File: src/rtl/wb_arbiter_if.sv
// rtl/wb_arbiter_if.sv - write-back arbiter bus: ALU/LSU results in, register write and hazard lookup out
interface wb_arbiter_if #(
  parameter int ADDR_WIDTH = 5,
  parameter int WORD_WIDTH = 32
);
  logic                  alu_valid_i;
  logic                  alu_ready_o;
  logic [ADDR_WIDTH-1:0] alu_addr_i;
  logic [WORD_WIDTH-1:0] alu_data_i;
  logic                  lsu_valid_i;
  logic [ADDR_WIDTH-1:0] lsu_addr_i;
  logic [WORD_WIDTH-1:0] lsu_data_i;
  logic                  wen_o;
  logic [ADDR_WIDTH-1:0] addr_wd_o;
  logic [WORD_WIDTH-1:0] wd_o;
  logic [ADDR_WIDTH-1:0] chk_addr_i;
  logic                  chk_hit_o;

  // Arbiter side
  modport slave (
    input  alu_valid_i, alu_addr_i, alu_data_i,
    input  lsu_valid_i, lsu_addr_i, lsu_data_i,
    input  chk_addr_i,
    output alu_ready_o, wen_o, addr_wd_o, wd_o, chk_hit_o
  );

  // Pipeline side (ALU, LSU, register bank, decode)
  modport master (
    output alu_valid_i, alu_addr_i, alu_data_i,
    output lsu_valid_i, lsu_addr_i, lsu_data_i,
    output chk_addr_i,
    input  alu_ready_o, wen_o, addr_wd_o, wd_o, chk_hit_o
  );
endinterface

File: src/rtl/wb_arbiter.sv
// rtl/wb_arbiter.sv - merges ALU and LSU results onto the single register-bank write port
module wb_arbiter #(
  parameter int ADDR_WIDTH = 5,
  parameter int WORD_WIDTH = 32,
  parameter int FIFO_DEPTH = 2
) (
  input  logic        clk,
  input  logic        rst,
  wb_arbiter_if.slave bus
);
  localparam int PTR_W = $clog2(FIFO_DEPTH);
  localparam int CNT_W = PTR_W + 1;

  logic [ADDR_WIDTH-1:0] fifo_addr [FIFO_DEPTH];
  logic [WORD_WIDTH-1:0] fifo_data [FIFO_DEPTH];
  logic [PTR_W-1:0]      rd_ptr;
  logic [PTR_W-1:0]      wr_ptr;
  logic [CNT_W-1:0]      count;

  logic full;
  logic empty;
  logic bypass;
  logic push;
  logic pop;

  logic                  sel_valid;
  logic [ADDR_WIDTH-1:0] sel_addr;
  logic [WORD_WIDTH-1:0] sel_data;

  logic [PTR_W-1:0]      slot_off [FIFO_DEPTH];
  logic [FIFO_DEPTH-1:0] slot_hit;
  logic                  alu_hit;
  logic                  lsu_hit;

  assign full  = (count == CNT_W'(FIFO_DEPTH));
  assign empty = (count == '0);

  // Ready depends on registered occupancy only, so a popping full FIFO still stalls the ALU.
  assign bus.alu_ready_o = !full;

  // The ALU goes straight to the output register only when nothing older is queued and the LSU is idle.
  assign bypass = empty && bus.alu_valid_i && !bus.lsu_valid_i;
  assign push   = bus.alu_valid_i && !full && !bypass;
  assign pop    = !empty && !bus.lsu_valid_i;

  // Pick the write source: LSU first, then the oldest queued ALU result, then the ALU bypass.
  always_comb begin
    sel_valid = 1'b0;
    sel_addr  = fifo_addr[rd_ptr];
    sel_data  = fifo_data[rd_ptr];
    if (bus.lsu_valid_i) begin
      sel_valid = 1'b1;
      sel_addr  = bus.lsu_addr_i;
      sel_data  = bus.lsu_data_i;
    end else if (!empty) begin
      sel_valid = 1'b1;
    end else if (bus.alu_valid_i) begin
      sel_valid = 1'b1;
      sel_addr  = bus.alu_addr_i;
      sel_data  = bus.alu_data_i;
    end
  end

  // Register the selected write; x0 targets are consumed but never enable the bank.
  always_ff @(posedge clk or posedge rst) begin
    if (rst) begin
      bus.wen_o     <= 1'b0;
      bus.addr_wd_o <= '0;
      bus.wd_o      <= '0;
    end else begin
      bus.wen_o <= sel_valid && (sel_addr != '0);
      if (sel_valid) begin
        bus.addr_wd_o <= sel_addr;
        bus.wd_o      <= sel_data;
      end
    end
  end

  // Queue storage; stale slots are masked by occupancy, so it needs no reset.
  always_ff @(posedge clk) begin
    if (push) begin
      fifo_addr[wr_ptr] <= bus.alu_addr_i;
      fifo_data[wr_ptr] <= bus.alu_data_i;
    end
  end

  // Pointers wrap naturally because the depth is a power of two.
  always_ff @(posedge clk or posedge rst) begin
    if (rst) begin
      rd_ptr <= '0;
      wr_ptr <= '0;
      count  <= '0;
    end else begin
      if (push) wr_ptr <= wr_ptr + PTR_W'(1);
      if (pop)  rd_ptr <= rd_ptr + PTR_W'(1);
      case ({push, pop})
        2'b10:   count <= count + CNT_W'(1);
        2'b01:   count <= count - CNT_W'(1);
        default: count <= count;
      endcase
    end
  end

  // A slot is live when its distance from the read pointer is below the occupancy.
  for (genvar g = 0; g < FIFO_DEPTH; g++) begin : g_slot
    assign slot_off[g] = PTR_W'(g) - rd_ptr;
    assign slot_hit[g] = ({1'b0, slot_off[g]} < count) && (fifo_addr[g] == bus.chk_addr_i);
  end

  assign alu_hit = bus.alu_valid_i && (bus.alu_addr_i == bus.chk_addr_i);
  assign lsu_hit = bus.lsu_valid_i && (bus.lsu_addr_i == bus.chk_addr_i);

  // The output register is left out: the bank forwards its own write-through.
  assign bus.chk_hit_o = (bus.chk_addr_i != '0) && ((|slot_hit) || alu_hit || lsu_hit);
endmodule

File: src/flat_wrapper.sv
// flat-port wrapper written by rule: the top's interface ports become plain ports
module wb_arbiter_flat 
#(
  parameter int ADDR_WIDTH = 5,
  parameter int WORD_WIDTH = 32,
  parameter int FIFO_DEPTH = 2
)
  (clk, rst, bus_alu_valid_i, bus_alu_addr_i, bus_alu_data_i, bus_lsu_valid_i, bus_lsu_addr_i, bus_lsu_data_i, bus_chk_addr_i, bus_alu_ready_o, bus_wen_o, bus_addr_wd_o, bus_wd_o, bus_chk_hit_o);
  wb_arbiter_if #(.ADDR_WIDTH(ADDR_WIDTH), .WORD_WIDTH(WORD_WIDTH)) bus_i ();
  input  logic clk;
  input  logic rst;
  input wire logic [$bits(bus_i.alu_valid_i)-1:0] bus_alu_valid_i;
  input wire logic [$bits(bus_i.alu_addr_i)-1:0] bus_alu_addr_i;
  input wire logic [$bits(bus_i.alu_data_i)-1:0] bus_alu_data_i;
  input wire logic [$bits(bus_i.lsu_valid_i)-1:0] bus_lsu_valid_i;
  input wire logic [$bits(bus_i.lsu_addr_i)-1:0] bus_lsu_addr_i;
  input wire logic [$bits(bus_i.lsu_data_i)-1:0] bus_lsu_data_i;
  input wire logic [$bits(bus_i.chk_addr_i)-1:0] bus_chk_addr_i;
  output wire logic [$bits(bus_i.alu_ready_o)-1:0] bus_alu_ready_o;
  output wire logic [$bits(bus_i.wen_o)-1:0] bus_wen_o;
  output wire logic [$bits(bus_i.addr_wd_o)-1:0] bus_addr_wd_o;
  output wire logic [$bits(bus_i.wd_o)-1:0] bus_wd_o;
  output wire logic [$bits(bus_i.chk_hit_o)-1:0] bus_chk_hit_o;
  assign bus_i.alu_valid_i = bus_alu_valid_i;
  assign bus_i.alu_addr_i = bus_alu_addr_i;
  assign bus_i.alu_data_i = bus_alu_data_i;
  assign bus_i.lsu_valid_i = bus_lsu_valid_i;
  assign bus_i.lsu_addr_i = bus_lsu_addr_i;
  assign bus_i.lsu_data_i = bus_lsu_data_i;
  assign bus_i.chk_addr_i = bus_chk_addr_i;
  assign bus_alu_ready_o = bus_i.alu_ready_o;
  assign bus_wen_o = bus_i.wen_o;
  assign bus_addr_wd_o = bus_i.addr_wd_o;
  assign bus_wd_o = bus_i.wd_o;
  assign bus_chk_hit_o = bus_i.chk_hit_o;
  wb_arbiter #(.ADDR_WIDTH(ADDR_WIDTH), .WORD_WIDTH(WORD_WIDTH), .FIFO_DEPTH(FIFO_DEPTH)) u_core (.clk(clk), .rst(rst), .bus(bus_i));
endmodule
File: config.mk
export PLATFORM = sky130hd
export DESIGN_NAME = wb_arbiter_flat
export DESIGN_NICKNAME = d
export VERILOG_FILES = /design/src/rtl/wb_arbiter_if.sv /design/src/rtl/wb_arbiter.sv /design/src/flat_wrapper.sv
export SDC_FILE = /design/constraint.sdc
export NUM_CORES = 1
export LEC_CHECK = 0
export CORE_MARGIN = 2
export CORE_UTILIZATION = 50
export DETAILED_ROUTE_END_ITERATION = 6
export PLACE_DENSITY = 0.79
export SETUP_SLACK_MARGIN = 0.3
export SYNTH_ARGS = -nofsm -noshare
export SYNTH_HDL_FRONTEND = slang
export SYNTH_SLANG_ARGS = --single-unit
File: constraint.sdc
create_clock -name clk -period 3.7 [get_ports clk]
set_input_delay 0.925 -clock clk [delete_from_list [all_inputs] [get_ports clk]]
set_output_delay 0.925 -clock clk [all_outputs]
set_load 0.01 [all_outputs]
* Word-level counts from Yosys, hierarchy flattened
Memories as Yosys holds them, arrays and structs flattened.
Index checks and enable logic that the tools add are counted.
** Storage, ports and cells
- Memories :: 2
- ROM bits :: 0
- Output and inout bits :: 40
- Bits in registers :: 42
- Logic and storage cells :: 57
- RAM bits :: 74
- Latch bits :: 0
** Memories
- u_core.fifo_data :: words 2, width 32, read ports 1, clocked after Yosys merged registers in 0, wr ports 1, RTL line wb_arbiter.sv:15 : logic [WORD_WIDTH-1:0] fifo_data [FIFO_DEPTH];
- u_core.fifo_addr :: words 2, width 5, read ports 3, clocked after Yosys merged registers in 0, wr ports 1, RTL line wb_arbiter.sv:14 : logic [ADDR_WIDTH-1:0] fifo_addr [FIFO_DEPTH];
** Operators by class
- Reductions and logical operators :: 22
- Shift-type cells :: 0
- Multipliers :: 0
- Bitwise gates (word level) :: 0
- Mux-type cells :: 12
- Add/subtract/negate cells :: 6
- $lt $le $gt $ge :: 2
- Div/mod/pow operators :: 0
- Equality and inequality tests :: 7
** Operators with widths (count)
- 32-bit two-way mux :: 3
- 5-bit == test :: 4
- 5-bit two-way mux :: 3
- 1-bit logical AND :: 11
- 5-bit nonzero test :: 2
- 1-bit two-way mux :: 5
- 2-bit == test, second input constant :: 2
- 1-bit zero test :: 4
- 1-bit by 2-bit less-than comparator with 1-bit output :: 2
- 2-bit one-hot mux with 2 select lines :: 1
- 1-bit adder, second input constant :: 2
- 2-bit by 1-bit adder with 2-bit output, second input constant :: 1
- 2-bit by 1-bit == test with 1-bit output, second input constant :: 1
- 2-bit zero test :: 1
- 1-bit logical OR :: 2
- 2-bit nonzero test :: 1
- 2-bit OR reduction :: 1
- 1-bit subtractor, first input constant :: 2
- 2-bit by 1-bit subtractor with 2-bit output, second input constant :: 1

* Logic depth before layout (Yosys ltp)
Gate-level depths: netlist (run 1).
- Depth in word-level cells :: 7
- Gate-level depth with buffers :: 8

* Worst setup path after synthesis (run 1)
Ideal clock, no wire load.
- Kind :: input-to-reg
- From :: in bus_lsu_valid_i
- To :: mem u_core.fifo_addr[0][0], enable pin
- Library setup time :: 431 ps
- Required time :: 3269 ps
- Slack :: 241 ps
- Data arrival time :: 3027 ps
- Cell stages on the path :: 4
- Buffers on the path :: 1
- Cell sequence :: clkbuf_1 > nor2b_1 > o21ai_0 > nor2_1
** On the way
- Word-level cells in the longest chain between the ends :: 6
** Ends and longest elaborated chain
- start, declared :: RTL line flat_wrapper.sv:15 : input wire logic [$bits(bus_i.lsu_valid_i)-1:0] bus_lsu_valid_i;
- 1-bit zero test :: RTL line wb_arbiter.sv:42 : assign bypass = empty && bus.alu_valid_i && !bus.lsu_valid_i;
- 1-bit logical AND :: RTL line wb_arbiter.sv:42
- 1-bit zero test :: RTL line wb_arbiter.sv:43 : assign push = bus.alu_valid_i && !full && !bypass;
- 1-bit logical AND :: RTL line wb_arbiter.sv:43
- 1-bit two-way mux :: RTL line wb_arbiter.sv:81 : if (push) begin
- 1-bit two-way mux (not written as such) :: RTL line wb_arbiter.sv:82 : fifo_addr[wr_ptr] <= bus.alu_addr_i;
- end, declared :: RTL line wb_arbiter.sv:14
No other way between the ends.

* Worst setup path after layout (run 1)
- From :: in bus_chk_addr_i[1]
- To :: out bus_chk_hit_o
** On the way
- Word-level cells in the longest chain between the ends :: 6
- Elaborated cells between the ends (all ways) :: 13
- Classes of those cells :: eq/ne (4); reduce/logical (9)
** Ends and longest elaborated chain
- start, declared :: RTL line flat_wrapper.sv:18 : input wire logic [$bits(bus_i.chk_addr_i)-1:0] bus_chk_addr_i;
- 5-bit == test :: RTL line wb_arbiter.sv:107 : assign slot_hit[g] = ({1'b0, slot_off[g]} < count) && (fifo_addr[g] == bus.chk_addr_i);
- 1-bit logical AND :: RTL line wb_arbiter.sv:107
- 2-bit OR reduction :: RTL line wb_arbiter.sv:114 : assign bus.chk_hit_o = (bus.chk_addr_i != '0) && ((|slot_hit) || alu_hit || lsu_hit);
- 1-bit logical OR (2 in series) :: RTL line wb_arbiter.sv:114
- 1-bit logical AND (*) :: RTL line wb_arbiter.sv:114
- end, declared :: RTL line flat_wrapper.sv:23 : output wire logic [$bits(bus_i.chk_hit_o)-1:0] bus_chk_hit_o;
Mark *: on every way between the ends. The rest lies on a longest branch, timed or not.

==> key figures, run 1 <==
Worst setup path
  • Worst EP required: roughly 2.8 ns
  • Crit Path Class: in2out
  • End point of the critical path: bus_chk_hit_o
  • Cell family with the largest share of critical-path delay: simple AND/OR/NAND/NOR gates
  • Reg2Reg Launch Point: u_core.rd_ptr$_DFFE_PP0P_
  • Worst Setup Start Kind: primary input
  • CP Cell Sequence: dlygate4sd2_1 > xor2_1 > or4_4 > o22ai_2 > o22a_1 > clkdlybuf4s15_2
  • Critical path origin: bus_chk_addr_i[1]
  • Crit path buf inv count: 2
  • Reg2reg path depth: 5
  • Critical path data arrival time: approximately 2.4 ns
  • Critical Path Stages: 6
  • Max incr delay on CP: approximately 0.54 ns
  • Reg-to-reg critical path endpoint: u_core.bus.wen_o$_DFF_PP0_
  • Crit path max-delay cell type: or4_4
  • Worst-path maximum fanout: 2
  • Setup crit end kind: primary output
  • Reg-to-reg setup timing slack: 1.42 ns

CTS
  • CTS Sinks: 116
  • Cts hold-fix bufs: 0
  • Clock root cell: clkbuf_8
  • Worst skew pair latency: roughly 0.5 ns
  • CTS tree: built
  • Clk pin slew, worst setup/hold paths: about 0.050 ns
  • H-tree levels: 4
  • CTS Buf Count: 17
  • Max Buffers Root-to-Sink: 2

Final layout
  • Storage cell area: roughly 0.0033 mm2
  • Fillers: between 700 and 800
  • Ant. Diodes: 0
  • Nets: between 600 and 700
  • Multi-input logic area: roughly 0.0018 mm2
  • Area grow syn2layout: 36.06%
  • Share of cells above drive strength 1: ~8%
  • Design Area, Final: just over 0.007 mm2

Synth
  • Count of cell types in the netlist: 33
  • Synth Net Count: ~520
  • Average cell area after synthesis: between 10 and 15 um2
  • Post-synth ARST share: a little over a third
  • Top FF cell, synth: edfxtp_1
  • #FFs+latches synth: approximately 120
  • Post-synth EDFFs: 74
  • Register area share after synthesis: 62.64%
  • Synth warn: 0
  • Mapped Area: roughly 0.0052 mm2
  • Post-Syn Instances: between 400 and 500

GRT
  • Initial antenna violation count: 0
  • Met3 global-route usage: 6.009%
  • Met2 Use GR: 37.27%
  • Layer with the highest usage: met2
  • Met1 Track Usage GR: a little under 30%
  • First-pass GRT wire length: between 15000 and 20000 um
  • Largest net degree at the start of global routing: just under 80
  • Vias in the first global route: 3954
  • Gr usage total: 22.86%
  • Remaining Overflow, GRT: 0

Pwr
  • Part of the power in registers: between 30% and 40%
  • Pwr dens: between 600 and 700 mW/mm2
  • P_leak: approximately 2.8 nW
  • Psw: between 1 and 1.5 mW
  • Switching share of power: ~29%
  • Clock power share: 30.4%
  • Maximum VDD drop: ~0.32 mV
  • Comb power frac: a little under a third
  • Int Power: about 3.5 mW

Routing
  • DR WL/cell: 17.57 um
  • DR DRC count: 0
  • DRT Wirelength: 12300 um
  • Initial DRC count: approximately 270
  • Routed vias: slightly below 4000
  • TritonRoute pass-1 iters: 7
  • Drt via density: between 5 and 6
  • Remaining antenna violation count: 0

Placed design
  • # port buffers: roughly 120
  • Post-DP HPWL: roughly 7800 um
  • Setup WS pre-CTS: -0.1156 ns
  • DP Area: approximately 0.0065 mm2
  • GPL Wtd Cong: between 0.9 and 1

Worst hold path
  • Hold path depth: 2
  • Worst hold path type: reg2reg
  • Hold Crit Start: u_core.bus.addr_wd_o[1]$_DFFE_PP0P_

Timing
  • Tcrit/Tclk final: 90.02%
  • Clock Skew: 0.005824 ns
  • Smallest hold slack: 0.4896 ns
  • Fmax: between 0.3 and 0.4 GHz
  • Final-report hold violation count: 0
  • Setup ws final: 0.3693 ns
  • RSZ-0062 raised after global routing: no
  • Final setup violation count: 0
  • Final slew viol count: 0
  • Relative slew slack: between 30% and 40%
  • Least-Margin Pin Slew: 0.9784 ns
  • Minimum clock period: about 3.3 ns
  • TNS Setup: 0 ns

Floorplan
  • IO Pins: approximately 120
  • Initial Utilization: between 50% and 60%
  • Chip width: between 100 and 150 um
  • Rows: 37
  • Height of the die: roughly 110 um
  • Die ar.: 0.01128 mm2
  • Core ar.: approximately 0.010 mm2

Run status
  • Status: completed

Job
  • MaxCap Viol Count: 0
## synthesized netlist by cell type (all sizes together) (2+ instances only)
| master | number | area (um2) |
|---|---|---|
| a22oi | 3 | 22.52 |
| o21ai | 4 | 20.02 |
| clkbuf | 24 | 91.33 |
| mux2i | 37 | 370.4 |
| a31oi | 32 | 200.2 |
| or4 | 2 | 15.01 |
| a21oi | 7 | 35.03 |
| dfrtp | 42 | 1051 |
| buf | 12 | 93.84 |
| nand4 | 2 | 12.51 |
| edfxtp | 74 | 2222 |
| nor2 | 72 | 270.3 |
| a211o | 32 | 280.3 |
| xnor2 | 20 | 175.2 |
| inv | 5 | 18.77 |
| nand2 | 44 | 165.2 |
| a221oi | 2 | 17.52 |
| o22ai | 2 | 12.51 |
| xor2 | 5 | 43.79 |
| nor2b | 4 | 25.02 |
## through the flow
step | cells | power [mW] | utilization (%)
final | 700 | 4.975 | 69.49
after global routing | 700 | 5.231 | 69.49
after CTS | 700 | 5.005 | 69.37
after detailed placement | 669 | 3.483 | 64.00
after global placement | 669 | 3.428 | 64.00
after floorplan | 435 | 2.844 | -
## cell usage in the layout, fill, tap and decap left out, types with 5 or more instances in the layout
| master | count |
|---|---|
| dfrtp_1 | 41 |
| a21oi_1 | 7 |
| xnor2_1 | 20 |
| nor2_1 | 70 |
| clkbuf_16 | 16 |
| xor2_1 | 5 |
| buf_4 | 11 |
| a211o_1 | 32 |
| nand2_1 | 43 |
| mux2i_1 | 37 |
| clkdlybuf4s50_1 | 116 |
| a31oi_1 | 32 |
| edfxtp_1 | 74 |
## registers in the layout, indices dropped and copies added (netlist names)
register / count
u_core.bus.wd_o: 32
u_core.wr_ptr: 1
u_core.bus.wen_o: 1
u_core.bus.addr_wd_o: 5
u_core.count: 2
u_core.fifo_data: 64
u_core.rd_ptr: 1
u_core.fifo_addr: 10
## layer usage
metal	part of all wire, %	routed length (um)
met4	1.3	155
met5	0	0
met3	5.2	641
met1	42	5215
met2	51	6290
## worst register-to-register path, delay by kind of cell (launching register included)
kind | cells | cell delay, ns
DFF | 1 | 0.38
buffers and inverters | 1 | 0.58
muxes | 1 | 0.29
AOI/OAI and AO/OA | 3 | 0.85
## layout make-up
cell class	count	share of cell area, %
Clock buffer	24	6.617
Tap cell	136	2.394
Sequential cell	116	46.06
Inverter	5	0.2640
Timing Repair Buffer	134	18.55
Clock inverter	7	1.144
Multi-Input combinational cell	278	24.97
## cell families (layout without fill, tap and decap cells)
logic type | count (synthesis) | count (layout) | synth area share (%)
and+or+nand+nor | 129 | 129 | 10.01
DFF | 116 | 116 | 62.64
AOI/OAI and AO/OA | 86 | 86 | 11.93
buffers and inverters | 41 | 170 | 3.903
muxes | 37 | 37 | 7.088
xor gates and xnor gates | 25 | 25 | 4.191
adders and majority gates | 1 | 1 | 0.2394
## worst min-delay path by stage
stage / to
after floorplan: u_core.wr_ptr$_DFFE_PP0N_
after global placement: u_core.bus.addr_wd_o[2]$_DFFE_PP0P_
after detailed placement: u_core.bus.addr_wd_o[1]$_DFFE_PP0P_
after CTS: u_core.bus.addr_wd_o[1]$_DFFE_PP0P_
after global routing: u_core.bus.addr_wd_o[1]$_DFFE_PP0P_
final: u_core.bus.addr_wd_o[1]$_DFFE_PP0P_
## power by group through the flow
stage               clock network [mW]  registers, mW  logic, mW
floorplan                            0           1.98      0.868
global placement                     0           1.94       1.49
detailed placement                   0           1.95       1.53
CTS                               1.53           1.94       1.54
global route                      1.60           1.97       1.66
finish                            1.51           1.93       1.53
## repair_timing
| item | in CTS | in global routing |
|---|---|---|
| cloned | 0 | 0 |
| endpoints found under the setup margin | 1 | 1 |
| gates resized for setup | 6 | 3 |
| pin swaps | 3 | 0 |
| setup buffers | 0 | 0 |
Power figures use the tool's default switching activity.
==> run 2: changes to the inputs <==
Settings changed: CTS_CLUSTER_SIZE set to 20.
==> results of run 2 <==
Same layout as run 1: the final DEF is identical, and so are final timing and power.
==> run 3: changes to the inputs <==
Settings changed: CORE_UTILIZATION 50 to 55, DONT_BUFFER_PORTS set to 1, PLACE_DENSITY 0.79 to 0.69.
==> run 3 against run 2 <==
  * Die area down 8.8%
  * Non-clock buffer count decreased by 129
  * Sequential share of layout area rose by 9.6 points
  * First-iteration DRC count decreased by 49%
  * Hold slack gained 0.021 ns
  * Critical endpoint unchanged
  * Largest power group unchanged
==> key figures, run 3 (synthesis results as in run 1) <==
Floorplan
  • Rows: 35 (-5.4%)
  • Chip width: 101.5 um (-4.5%)
  • IO Pins: 123 (unchanged)
  • Die ar.: 0.01030 mm2 (-8.8%)
  • Height of the die: 101.5 um (-4.5%)
  • Core ar.: 0.009240 mm2 (-9.7%)
  • Initial Utilization: 56.55% (+5.5 points)

Final layout
  • Commonest non-fill, non-tap cell in the layout: edfxtp_1
  • Top flop regs: u_core.fifo_data (64), u_core.bus.wd_o (32), u_core.fifo_addr (10)
  • Share of cells above drive strength 1: 9.174% (+1.0 points)
  • Largest register FFs: 64 (unchanged)
  • Most flop-heavy register: u_core.fifo_data
  • Ant. Diodes: 0 (unchanged)
  • Fillers: 698 (-7.7%)
  • Area grow syn2layout: 12.69%
  • Multi-input logic area: 0.001765 mm2 (-0.56%)
  • Nets: 507 (-20%)
  • Storage cell area: 0.003274 mm2 (unchanged)
  • Commonest non-fill, non-tap cells in the layout: edfxtp_1, nor2_1, nand2_1, dfrtp_1, mux2i_1

Timing
  • Clock Skew: 0.004967 ns (-0.0008570 ns)
  • Final setup violation count: 0 (unchanged)
  • Final-report hold violation count: 0 (unchanged)
  • Final slew viol count: 0 (unchanged)
  • RSZ-0062 raised after global routing: no
  • Fmax: 0.3410 GHz (+14%)
  • Least-Margin Pin Slew: 0.9547 ns (-0.02368 ns)
  • Minimum clock period: 2.933 ns (-0.3982 ns)
  • Tcrit/Tclk final: 79.26% (-11 points)
  • TNS Setup: 0 ns (unchanged)
  • Relative slew slack: 36.26% (+2.1 points)

Pwr
  • Switching share of power: 29.30% (-0.033 points)
  • Pwr dens: 794.2 mW/mm2 (+14%)
  • Maximum VDD drop: 0.4700 mV (+48%)
  • Comb power frac: 21.2% (-9.5 points)
  • Psw: 1.370 mW (-6.1%)
  • Clock power share: 35.5% (+5.1 points)
  • Part of the power in registers: 43.3% (+4.4 points)
  • P_leak: 2.330 nW (-18%)
  • Total power: 4.677 mW (-6.0%)
  • Int Power: 3.307 mW (-5.9%)

GRT
  • Largest net degree at the start of global routing: 81 (+2.5%)
  • Vias in the first global route: 3441 (-13%)
  • Remaining Overflow, GRT: 0 (unchanged)
  • Gr usage total: 21.98% (-0.88 points)
  • Initial antenna violation count: 0 (unchanged)
  • First-pass GRT wire length: 17010 um (-14%)

CTS
  • Clock root cell: clkbuf_8
  • Post-cts sizing count: 0 (-6)
  • CTS tree: built
  • Worst skew pair latency: 0.51 ns (about the same)
  • Clk pin slew, worst setup/hold paths: 0.06 ns (about the same)
  • Max Buffers Root-to-Sink: 2 (unchanged)
  • Post-CTS Repair Setup Buffers: 0 (unchanged)
  • CTS Buf Count: 17 (unchanged)
  • CTS Sinks: 116 (unchanged)
  • H-tree levels: 4 (unchanged)
  • Cts hold-fix bufs: 0 (unchanged)

Routing
  • TritonRoute pass-1 iters: 4 (-3)
  • DRT Wirelength: 10520 um (-14%)
  • DR DRC count: 0 (unchanged)
  • DR WL/cell: 18.62 um (+6.0%)
  • Initial DRC count: 140 (-49%)
  • Routed vias: 3223 (-16%)
  • Drt via density: 5.704 (+3.7%)
  • Remaining antenna violation count: 0 (unchanged)

Placed design
  • GPL Wtd Cong: 0.7926 (-17%)
  • Post-DP HPWL: 6643 um (-14%)
  • # port buffers: 0 (-100%)

Worst setup path
  • Crit Path Class: reg2out
  • Worst-path maximum fanout: 10 (+8)
  • Setup crit end kind: primary output
  • Critical path data arrival time: 2.01 ns (-0.40 ns)
  • Worst EP required: 2.77 ns (about the same)
  • Worst Setup Start Kind: flop

Job
  • MaxCap Viol Count: 0 (unchanged)

Worst hold path
  • Worst hold path type: in2reg

Run status
  • Status: completed
run 3: changes by cell type in the layout (fill, tap and decap cells not counted), sizes merged, moves of 2 or more:
cell and delta:
clkdlybuf4s50 -116, buf -8, clkbuf -3, dlygate4sd2 -3, bufinv +2
run 3: per-stage QoR:
stage	hold slack [ns]	std cells	cell area, um2	worst slack (ns)	util (%)
3_3_place_gp	0.5338	533	5283	0.8412	57.17
2_1_floorplan	0.4681	435	5225	0.2411	-
3_5_place_dp	0.5391	533	5283	0.8448	57.17
4_1_cts	0.4867	565	5888	0.7455	63.72
6_report	0.5104	565	5888	0.7675	63.72
5_1_grt	0.4884	565	5888	0.6984	63.72
run 3: path summary, 6_finish.rpt:
check	from	endpoint	slack, ns	cells after the start
setup / recovery	u_core.count[0]$_DFFE_PP0P_	bus_chk_hit_o	0.77	4
hold / removal	bus_alu_data_i[4]	u_core.fifo_data[1][4]$_DFFE_PP_	0.51	0
setup reg to reg	u_core.count[0]$_DFFE_PP0P_	u_core.bus.wd_o[15]$_DFFE_PP0P_	1.43	5
hold reg to reg	u_core.wr_ptr$_DFFE_PP0N_	u_core.wr_ptr$_DFFE_PP0N_	0.54	1
max in group asynchronous	rst	u_core.rd_ptr$_DFFE_PP0P_	2.52	1
min in group asynchronous	rst	u_core.bus.wd_o[30]$_DFFE_PP0P_	0.52	1
run 3: routing by layer:
layer  global-route usage [%]  vias up  share of wire (%)
met5                        0        -                  0
met4                    8.836        0                1.3
met3                    6.487       15                6.5
met2                    35.97      108                 49
met1                    27.68     1552                 43
li1                         -     1548                  -
run 3: area by class of cell:
| class | instances | share of cell area, % |
|---|---|---|
| multi-input cells | 278 | 29.98 |
| flip-flops and latches | 116 | 55.61 |
| inverters | 5 | 0.3187 |
| clock inverters | 11 | 2.656 |
| well taps | 129 | 2.741 |
| repair buffers | 5 | 1.062 |
| clock buffers | 21 | 7.629 |
run 3: critical path, stage by stage (launching register included):
cell	delay, ns
dfrtp_1	0.52
a21oi_1	0.12
or4_1	0.48
o22ai_1	0.16
o22a_1	0.22
run 3: power groups by stage:
stage                     Clock (mW)  Combinational (mW)  Sequential [mW]
after floorplan                    0               0.868             1.98
after global placement             0               0.983             2.04
after detailed placement           0                1.00             2.05
after CTS                       1.69                1.01             2.03
after global routing            1.74                1.11             2.06
final                           1.66               0.993             2.03
